==> src/rtl/seg7_scan_ctrl_pkg.sv <==
// Shared types and constants for the multiplexed 4-digit seven-segment scanner.
// Segment order is {g,f,e,d,c,b,a}, active-low.
package seg7_pkg;

  typedef enum logic {
    S_BLANK = 1'b0,
    S_ON    = 1'b1
  } state_e;

  localparam logic [6:0] SEG_OFF = 7'h7F;
  localparam logic [3:0] AN_OFF  = 4'hF;

  localparam logic [15:0][6:0] SEG_HEX = {
    7'b0001110,  // F
    7'b0000110,  // E
    7'b0100001,  // d
    7'b1000110,  // C
    7'b0000011,  // b
    7'b0001000,  // A
    7'b0010000,  // 9
    7'b0000000,  // 8
    7'b1111000,  // 7
    7'b0000010,  // 6
    7'b0010010,  // 5
    7'b0011001,  // 4
    7'b0110000,  // 3
    7'b0100100,  // 2
    7'b1111001,  // 1
    7'b1000000   // 0
  };

  // Digit 0 is the leftmost anode bit, so idx0 drives an=4'b0111.
  function automatic logic [3:0] digit_sel(input logic [1:0] idx);
    return ~(4'b1000 >> idx);
  endfunction

endpackage

==> src/rtl/seg7_scan_ctrl_if.sv <==
// Write port of the display scanner: one 16-bit display word with per-digit dp and enable mask.
interface seg7_scan_ctrl_if;
  logic        wr_valid;
  logic        wr_ready;
  logic [15:0] wr_data;
  logic [3:0]  wr_dp;
  logic [3:0]  wr_mask;

  modport master (output wr_valid, wr_data, wr_dp, wr_mask, input wr_ready);
  modport slave  (input wr_valid, wr_data, wr_dp, wr_mask, output wr_ready);
endinterface

==> src/rtl/seg7_scan_ctrl_hex_to_seg7.sv <==
// Combinational hex nibble to active-low seven-segment decoder.
module hex_to_seg7
  import seg7_pkg::*;
(
  input  logic [3:0] nib_i,
  output logic [6:0] seg_o
);

  assign seg_o = SEG_HEX[nib_i];

endmodule

==> src/rtl/seg7_scan_ctrl.sv <==
// 4-digit multiplexed seven-segment scanner with per-slot blanking and frame-aligned
// double-buffered display words.
module seg7_scan_ctrl
  import seg7_pkg::*;
#(
  parameter int SLOT_CYC  = 50000,
  parameter int BLANK_CYC = 16
) (
  input  logic             clk,
  input  logic             rst_n,
  seg7_scan_ctrl_if.slave  wr,
  output logic [3:0]       an,
  output logic [6:0]       seg,
  output logic             dp,
  output logic             frame_tick
);

  localparam int              CW         = $clog2(SLOT_CYC);
  localparam logic [CW-1:0]   CNT_LAST   = CW'(SLOT_CYC - 1);
  localparam logic [CW-1:0]   BLANK_LAST = CW'(BLANK_CYC - 1);

  state_e        state_q, state_d;
  logic [CW-1:0] cnt_q, cnt_d;
  logic [1:0]    idx_q, idx_d;

  logic [15:0]   pend_data_q, act_data_q;
  logic [3:0]    pend_dp_q, pend_mask_q;
  logic [3:0]    act_dp_q, act_mask_q;
  logic          ready_q;
  logic          tick_q;

  logic [3:0]    an_q;
  logic [6:0]    seg_q;
  logic          dp_q;

  logic [3:0]    nib;
  logic [6:0]    seg_dec;
  logic          lit_d;
  logic          wr_fire;
  logic          commit;

  // Pending is full exactly when ready is low, so ready doubles as the buffer-empty flag.
  assign wr_fire = wr.wr_valid & ready_q;
  assign commit  = tick_q & ~ready_q;

  always_comb begin
    cnt_d   = cnt_q + 1'b1;
    state_d = state_q;
    idx_d   = idx_q;
    if (cnt_q == CNT_LAST) begin
      cnt_d   = '0;
      state_d = S_BLANK;
      idx_d   = idx_q + 2'd1;
    end else if (cnt_q == BLANK_LAST) begin
      state_d = S_ON;
    end
  end

  assign nib   = act_data_q[{idx_d, 2'b00} +: 4];
  assign lit_d = (state_d == S_ON) & act_mask_q[idx_d];

  hex_to_seg7 u_dec (
    .nib_i (nib),
    .seg_o (seg_dec)
  );

  // NOTE: outputs are registered from the next-state values so that an/seg/dp line up with
  // state_q/idx_q in the same cycle instead of lagging the FSM by one clock.
  always_ff @(posedge clk or negedge rst_n) begin
    if (!rst_n) begin
      // NOTE: the word buffers are ordinary flops, not a RAM, and must clear so the display
      // stays blank after reset and any in-flight write is dropped.
      state_q     <= S_BLANK;
      cnt_q       <= '0;
      idx_q       <= '0;
      ready_q     <= 1'b1;
      tick_q      <= 1'b0;
      an_q        <= AN_OFF;
      seg_q       <= SEG_OFF;
      dp_q        <= 1'b1;
      pend_data_q <= '0;
      pend_dp_q   <= '0;
      pend_mask_q <= '0;
      act_data_q  <= '0;
      act_dp_q    <= '0;
      act_mask_q  <= '0;
    end else begin
      state_q <= state_d;
      cnt_q   <= cnt_d;
      idx_q   <= idx_d;
      tick_q  <= (idx_d == 2'd3) && (cnt_d == CNT_LAST);
      an_q    <= lit_d ? digit_sel(idx_d) : AN_OFF;
      seg_q   <= lit_d ? seg_dec : SEG_OFF;
      dp_q    <= ~(lit_d & act_dp_q[idx_d]);

      if (wr_fire) begin
        pend_data_q <= wr.wr_data;
        pend_dp_q   <= wr.wr_dp;
        pend_mask_q <= wr.wr_mask;
        ready_q     <= 1'b0;
      end else if (commit) begin
        act_data_q  <= pend_data_q;
        act_dp_q    <= pend_dp_q;
        act_mask_q  <= pend_mask_q;
        ready_q     <= 1'b1;
      end
    end
  end

  assign wr.wr_ready = ready_q;
  assign an          = an_q;
  assign seg         = seg_q;
  assign dp          = dp_q;
  assign frame_tick  = tick_q;

endmodule
==> src/flat_wrapper.sv <==
// flat-port wrapper written by rule: the top's interface ports become plain ports
module seg7_scan_ctrl_flat import seg7_pkg::*;
#(
  parameter int SLOT_CYC  = 50000,
  parameter int BLANK_CYC = 16
)
  (clk, rst_n, an, seg, dp, frame_tick, wr_wr_valid, wr_wr_data, wr_wr_dp, wr_wr_mask, wr_wr_ready);
  seg7_scan_ctrl_if wr_i ();
  input  logic clk;
  input  logic rst_n;
  output logic [3:0] an;
  output logic [6:0] seg;
  output logic dp;
  output logic frame_tick;
  input wire logic [$bits(wr_i.wr_valid)-1:0] wr_wr_valid;
  input wire logic [$bits(wr_i.wr_data)-1:0] wr_wr_data;
  input wire logic [$bits(wr_i.wr_dp)-1:0] wr_wr_dp;
  input wire logic [$bits(wr_i.wr_mask)-1:0] wr_wr_mask;
  output wire logic [$bits(wr_i.wr_ready)-1:0] wr_wr_ready;
  assign wr_i.wr_valid = wr_wr_valid;
  assign wr_i.wr_data = wr_wr_data;
  assign wr_i.wr_dp = wr_wr_dp;
  assign wr_i.wr_mask = wr_wr_mask;
  assign wr_wr_ready = wr_i.wr_ready;
  seg7_scan_ctrl #(.SLOT_CYC(SLOT_CYC), .BLANK_CYC(BLANK_CYC)) u_core (.clk(clk), .rst_n(rst_n), .wr(wr_i), .an(an), .seg(seg), .dp(dp), .frame_tick(frame_tick));
endmodule
==> config.mk <==
export PLATFORM = sky130hd
export DESIGN_NAME = seg7_scan_ctrl_flat
export DESIGN_NICKNAME = d
export VERILOG_FILES = /design/src/rtl/seg7_scan_ctrl_pkg.sv /design/src/rtl/seg7_scan_ctrl_if.sv /design/src/rtl/seg7_scan_ctrl_hex_to_seg7.sv /design/src/rtl/seg7_scan_ctrl.sv /design/src/flat_wrapper.sv
export SDC_FILE = /design/constraint.sdc
export NUM_CORES = 1
export LEC_CHECK = 0
export ABC_AREA = 1
export ABC_CLOCK_PERIOD_IN_PS = 4500
export BUFFER_PORTS_ARGS = -buffer_cell sky130_fd_sc_hd__buf_2
export CAP_MARGIN = 20
export CELL_PAD_IN_SITES_DETAIL_PLACEMENT = 1
export CELL_PAD_IN_SITES_GLOBAL_PLACEMENT = 1
export CORE_UTILIZATION = 48
export CTS_CLUSTER_DIAMETER = 30
export DETAILED_ROUTE_END_ITERATION = 12
export PLACE_DENSITY = 0.95
export SYNTH_ARGS = -nofsm -noshare
export SYNTH_HDL_FRONTEND = slang
export SYNTH_HIERARCHICAL = 1
export SYNTH_SLANG_ARGS = --single-unit
==> constraint.sdc <==
create_clock -name clk -period 4.5 [get_ports clk]
set_input_delay 0.225 -clock clk [delete_from_list [all_inputs] [get_ports clk]]
set_output_delay 0.225 -clock clk [all_outputs]
set_load 0.1 [all_outputs]
==> qor.yml, run 1 <==
status:
  outcome: "completed"
synthesis:
  synth_fa_ha_area_share_pct: 2.51
  synth_edf_count: 0
  syn-cell-area_mm2: 0.00399
  ys_warn_count: 6
  yosys.area_share.simple_pct: 25.8
  yosysSeqAreaShare_pct: 51.2
  synth_xor_area_share_pct: 0.878
  synth_top_cell_area_share_pct: 42.7
  synth_mux_area_share_pct: 7.90
  async_reset_ff_share_pct: 100
  synth_nets: 476
  syn_inst: 441
  ys_seq_elements: 81
  synth_top_family_by_area: "simple AND/OR/NAND/NOR gates"
  synth_compound_area_share_pct: 4.36
  synthTopCellsByArea: "dfrtp_1 43%, nand2_1 10%, dfstp_2 8.6%"
  ys.flop_type: "dfrtp_1"
  avgSynthCellArea_um2: 9.04
  yosysTopAreaCell: "dfrtp_1"
  synth_cell_type_count: 31
grt:
  track_usage_pct: 26.3
  antenna_found_initial: 0
  grt_use_met2_pct: 46.1
  use_met1_pct: 30.5
  busiest_layer: "met2"
  grt_pass1_wl_mm: 17.2
  grt_pass1_vias: 3538
  gr-usage-met3_pct: 3.58
  overflow: 0
  grt_max_degree: 82
sta:
  period_needed_ps: 2900
  setup_viol: 0
  period_share_pct: 64.5
  setup_tns_ps: 0
  hold_viol_final: 0
  worst_slack_ps: 1600
  worst_pin_slew_ps: 539
  fmax_mhz: 345
  rsz0062_at_grt: "false"
  worst_hold_slack_ps: 47.4
  finClkSkew_ps: 6.69
  slew_headroom_pct: 64.0
  slew_violations: 0
setup_path:
  worst_setup_path_end_kind: "register"
  critPathLaunchType: "register"
  worst-endpoint-arrival_ps: 3180
  slowest_delay_ps: 410
  path_class: "register to register"
  rrSetupSlack_ps: 1600
  cp_common_cell: "nand2_1"
  crit_path_start: "u_core/cnt_q[0]"
  crit_cells: 16
  critical_path.endpoint: "u_core/seg[3]"
  cp_slowest_cell: "dfrtp_1"
  reg2regPathDepth: 16
  rr_startpoint: "u_core/cnt_q[0]"
  crit_family: "simple AND/OR/NAND/NOR gates"
  crit_path_max_fanout: 6
  cp_cell_sequence: "ha_1 -> nand3_4 -> nor2_4 -> nand2_2 -> o21ai_4 -> nand2_1 -> inv_1 -> nand2_1 -> nand4_1 -> inv_1 -> ha_1 -> nand2_1 -> nand3_1 -> nand2_1 -> inv_1 -> nand3_2"
  rr_endpoint: "u_core/seg[3]"
  worst-path-buf-inv: 3
  worstPathRequired_ps: 4770
pwr:
  leakage_nw: 2.26
  swShare_pct: 23.8
  netSwitchingPower_w: 0.000330
  p_clk_share_pct: 40.7
  p_comb_share_pct: 4.1
  p_int_w: 0.00106
  p_per_area_mw_per_mm2: 305
  p_seq_share_pct: 55.2
  vdd_ir_drop_max_uv: 273
placed_design:
  routabilityCongestion: 0.960
  place_area_mm2: 0.00427
  dp_slack_ps: 1660
  portBuffers: 40
  hpwl_mm: 7.48
routing:
  num_vias: 3189
  wl_per_cell_um: 17.3
  vias_per_cell: 5.37
  drt_iter0_markers: 147
  drt_wl_total_mm: 10.3
  ant_nets: 0
  firstDrtPassIters: 6
  drc_errors: 0
final_layout:
  fin_util_pct: 57.7
  antenna_cells: 0
  area_growth_pct: 14.1
  final_common_cell: "nand2_1"
  fin_area_mm2: 0.00455
  layout-drive-gt1-share_pct: 27.6
  layout_common_cells: "110 x nand2_1, 68 x dfrtp_1, 57 x inv_1"
  nets: 522
clock_network:
  cts_tree: "done"
  clock_insertion_delay_worst_skew_ps: 360
  cts.sinks: 81
  cts_buffer_depth: 2
  cts_resized: 0
  cts_setup_buffers: 0
  clk_pin_slew_worst_paths_ps: 90
  ctsHoldBuffers: 0
  numCtsBuffers: 9
  cts_root_buffer: "clkbuf_8"
  h-tree-depth: 3
die:
  core-area_mm2: 0.00789
  die_area_mm2: 0.00868
  fp.dieW_um: 93.2
  die_h_um: 93.2
  initial_core_util_pct: 50.6
  num_io_pins: 41
  num_rows: 32
run:
  max_cap_violations: 0
hold_path:
  hold_class: "input port to register"
## kinds of logic after synthesis
group / after synthesis
fa+ha+maj: 8
buf+inv: 71
compound gates: 30
simple gates: 219
mux: 28
xor+xnor: 4
flops: 81
## synthesized netlist by cell type, types with 2 or more instances
master,instances
inv_2,4
nand3_2,10
dfstp_2,13
xor2_1,3
ha_1,8
inv_1,57
nand2_1,110
o21ai_0,12
nor3_1,3
nor2_1,35
and2_1,2
o21bai_1,3
buf_6,3
nand4_1,10
nand3_1,29
dfrtp_1,68
clkbuf_1,6
mux2_2,28
a21oi_1,11
nand2_2,10
nor2_4,2
nor2_2,5
## power by group through the flow
| stage | Sequential, W | Clock [W] | Combinational [W] |
|---|---|---|---|
| floorplan | 0.000773 | 0 | 0.0000225 |
| global placement | 0.000776 | 0 | 0.0000491 |
| detailed placement | 0.000780 | 0 | 0.0000545 |
| CTS | 0.000766 | 0.000577 | 0.0000553 |
| global route | 0.000769 | 0.000602 | 0.0000653 |
| finish | 0.000766 | 0.000565 | 0.0000573 |
## cell type report
class,instances,area [µm²]
Clock buffer,10,138
Clock inverter,6,75.1
Fill cell,932,3340
Inverter,61,229
Multi-Input combinational cell,289,1660
Sequential cell,81,2040
Tap cell,102,128
Timing Repair Buffer,45,283
## through the flow
step,power [W],std cells
finish,0.00139,594
global route,0.00144,594
CTS,0.00140,591
detailed placement,0.000834,575
global placement,0.000825,575
floorplan,0.000796,441
## flip-flops by register name, summed over array words and instances (netlist names)
register,count
u_core/act_dp_q,4
u_core/idx_q,2
u_core/pend_data_q,16
u_core/cnt_q,16
u_core/act_mask_q,4
u_core/wr.wr_ready,1
u_core/seg,7
u_core/act_data_q,16
u_core/dp,1
u_core/state_q,1
u_core/an,4
u_core/frame_tick,1
u_core/pend_dp_q,4
u_core/pend_mask_q,4
## worst min path at each step
stage	start	to	cells past startpoint
after detailed placement	wr_wr_valid	u_core/wr.wr_ready	2
after floorplan	rst_n	u_core/act_data_q[0]	0
after CTS	wr_wr_valid	u_core/wr.wr_ready	2
after global placement	wr_wr_valid	u_core/wr.wr_ready	2
after global routing	wr_wr_valid	u_core/wr.wr_ready	2
final	wr_wr_valid	u_core/wr.wr_ready	2
## worst register-to-register path, delay by kind of cell, from the launching register on
| family | cells | cell delay, ps |
|---|---|---|
| and+or+nand+nor | 10 | 1130 |
| adders and majority gates | 2 | 640 |
| DFF | 1 | 410 |
| buffers and inverters | 3 | 410 |
| AOI/OAI and AO/OA | 1 | 250 |
## routing by layer
layer	vias to the layer above	share of wire (%)
met4	0	4.1
met3	32	3.0
li1	1488	-
met5	-	0
met1	1593	40
met2	76	53
Note: power is estimated with default switching activity, not from simulation.
==> run 2: changes to the inputs <==
--- a/config.mk
+++ b/config.mk
@@ -6,15 +6,15 @@
 export NUM_CORES = 1
 export LEC_CHECK = 0
 export ABC_AREA = 1
-export ABC_CLOCK_PERIOD_IN_PS = 4500
+export ABC_CLOCK_PERIOD_IN_PS = 2800
 export BUFFER_PORTS_ARGS = -buffer_cell sky130_fd_sc_hd__buf_2
 export CAP_MARGIN = 20
 export CELL_PAD_IN_SITES_DETAIL_PLACEMENT = 1
 export CELL_PAD_IN_SITES_GLOBAL_PLACEMENT = 1
-export CORE_UTILIZATION = 48
+export CORE_UTILIZATION = 45
 export CTS_CLUSTER_DIAMETER = 30
 export DETAILED_ROUTE_END_ITERATION = 12
-export PLACE_DENSITY = 0.95
+export PLACE_DENSITY = 0.9
 export SYNTH_ARGS = -nofsm -noshare
 export SYNTH_HDL_FRONTEND = slang
 export SYNTH_HIERARCHICAL = 1
==> constraint.sdc (replaced) <==
create_clock -name clk -period 2.8 [get_ports clk]
set_input_delay 0.14 -clock clk [delete_from_list [all_inputs] [get_ports clk]]
set_output_delay 0.14 -clock clk [all_outputs]
set_load 0.1 [all_outputs]
==> run 2 against run 1 <==
Effect of this change:
- clock-buffer cell count down 1
- first-iteration DRC count down 2.7%
- combinational power up 55%
- sequential power up 61%
- final cell count up 3.0%
- utilization down 1.2 points
- clock skew up 3.1 ps
- power up 73%
- critical path depth up 1
- register-to-register slack worse by 1600 ps
- setup slack worse by 1600 ps
- clock power up 93%
==> qor.yml, run 2 (synthesis gave the netlist of run 1 again) <==
setup_path:
  worst_setup_path_end_kind: "register"
  path_class: "register to register"
  crit_path_start: "u_core/cnt_q[6]"
  critPathLaunchType: "register"
  crit_path_max_fanout: 6
  worstPathRequired_ps: 3070
  rr_startpoint: "u_core/cnt_q[6]"
  worst-endpoint-arrival_ps: 3060
placed_design:
  hpwl_mm: 6.75
  portBuffers: 40
  place_area_mm2: 0.00431
  routabilityCongestion: 0.927
sta:
  slew_violations: 0
  setup_tns_ps: 0
  worst_pin_slew_ps: 1000
  period_needed_ps: 2790
  fmax_mhz: 359
  finClkSkew_ps: 9.84
  period_share_pct: 99.5
  setup_viol: 0
  hold_viol_final: 0
  slew_headroom_pct: 33.1
final_layout:
  multi_input_comb_area_mm2: 0.00171
  fin_area_mm2: 0.00474
  area_growth_pct: 18.8
  nets: 537
  final_common_cell: "nand2_1"
  layout-drive-gt1-share_pct: 32.0
  regArea_mm2: 0.00205
  fillers: 983
  fin_util_pct: 56.5
  antenna_cells: 0
  largestRegisters: "u_core/act_data_q x16, u_core/cnt_q x16, u_core/pend_data_q x16"
  layout_common_cells: "108 x nand2_1, 62 x dfrtp_1, 54 x inv_1"
pwr:
  leakage_nw: 2.35
  p_per_area_mw_per_mm2: 508
  vdd_ir_drop_max_uv: 310
  p_int_w: 0.00186
  p_comb_share_pct: 3.7
  p_seq_share_pct: 51.1
  netSwitchingPower_w: 0.000546
  p_total_w: 0.00241
  swShare_pct: 22.7
  p_clk_share_pct: 45.3
clock_network:
  cts_buffer_depth: 2
  cts.sinks: 81
  clk_pin_slew_worst_paths_ps: 90
  numCtsBuffers: 9
  h-tree-depth: 3
  clock_insertion_delay_worst_skew_ps: 360
  cts_root_buffer: "clkbuf_8"
  cts_tree: "done"
die:
  fp.dieW_um: 96.2
  num_io_pins: 41
  die_h_um: 96.2
  initial_core_util_pct: 47.6
  die_area_mm2: 0.00924
  core-area_mm2: 0.00838
  num_rows: 33
routing:
  ant_nets: 0
  route.met3.wl_um: 277
  wl_per_cell_um: 16.8
  drc_errors: 0
  vias_per_cell: 5.26
  drt_iter0_markers: 143
  num_vias: 3218
  route.top_layer_used: "met4"
  drt_wl_total_mm: 10.3
  firstDrtPassIters: 4
  wl_met2_mm: 5.27
  wirelength_met1_mm: 4.54
grt:
  grt_max_degree: 82
  track_usage_pct: 23.1
  grt_pass1_vias: 3342
  grt_pass1_wl_mm: 16.1
  antenna_found_initial: 0
  overflow: 0
hold_path:
  hold_start: "wr_wr_data[3]"
  hold_class: "input port to register"
run:
  max_cap_violations: 0
status:
  outcome: "completed"
[run 2: worst max-delay path, stage by stage (launching register included)]
cell and delay (ps):
dfrtp_2 430, inv_2 60, nor2_2 150, nand2_2 100, nor2_2 160, nand2_2 120, o21ai_4 240, buf_4 160
nor2_4 40, nand2_1 70, nand4_1 270, ha_1 350, nand2_1 160, o21ai_2 90, nand2_1 90, nand2_1 70
inv_1 60, nand3_1 80
[run 2: per-layer routing]
metal / up-vias / global-route usage [%]
met5: - / 0
met4: 0 / 10.1
met3: 17 / 3.48
met2: 70 / 37.9
met1: 1611 / 30.1
li1: 1520 / -
[run 2: stage by stage]
step           std cells  hold WS (ps)  setup WS [ps]
5_1_grt              612        -0.162           -157
3_5_place_dp         582           324          -15.0
3_3_place_gp         582           324            172
4_1_cts              601         0.190           22.2
6_report             612          13.4           14.2
2_1_floorplan        441          -156            453
[run 2: power by group through the flow]
| stage | Clock, W | Combinational, W | Sequential (W) |
|---|---|---|---|
| CTS | 0.00111 | 0.0000887 | 0.00123 |
| global placement | 0 | 0.0000788 | 0.00125 |
| detailed placement | 0 | 0.0000849 | 0.00125 |
| floorplan | 0 | 0.0000362 | 0.00124 |
| global route | 0.00116 | 0.000103 | 0.00123 |
| finish | 0.00109 | 0.0000886 | 0.00123 |
[run 2: path summary, 6_finish.rpt]
path,to,slack (ps),cells after the start
setup / recovery,u_core/seg[6],10,17
hold / removal,u_core/pend_data_q[3],10,2
setup reg to reg,u_core/seg[6],10,17
hold reg to reg,u_core/act_data_q[0],510,2
max in group asynchronous,u_core/cnt_q[9],1610,2
min in group asynchronous,u_core/cnt_q[7],490,2
[run 2: timing repair]
| item | 4_1_cts | 5_1_grt |
|---|---|---|
| endpoints found under the hold margin | 52 | 2 |
| setup buffers | 0 | 9 |
| endpoints found under the setup margin | 4 | 7 |
| pin swaps | 0 | 6 |
| resized for setup | 1 | 20 |
| hold buffers | 3 | 2 |
[run 2: cell type report]
class | count | area share, %
tap | 105 | 2.77
clock inverter | 7 | 2.80
inverter | 61 | 4.83
multi-input combinational | 289 | 36.0
sequential | 81 | 43.3
clock buffer | 9 | 2.61
timing repair buffer | 60 | 7.71
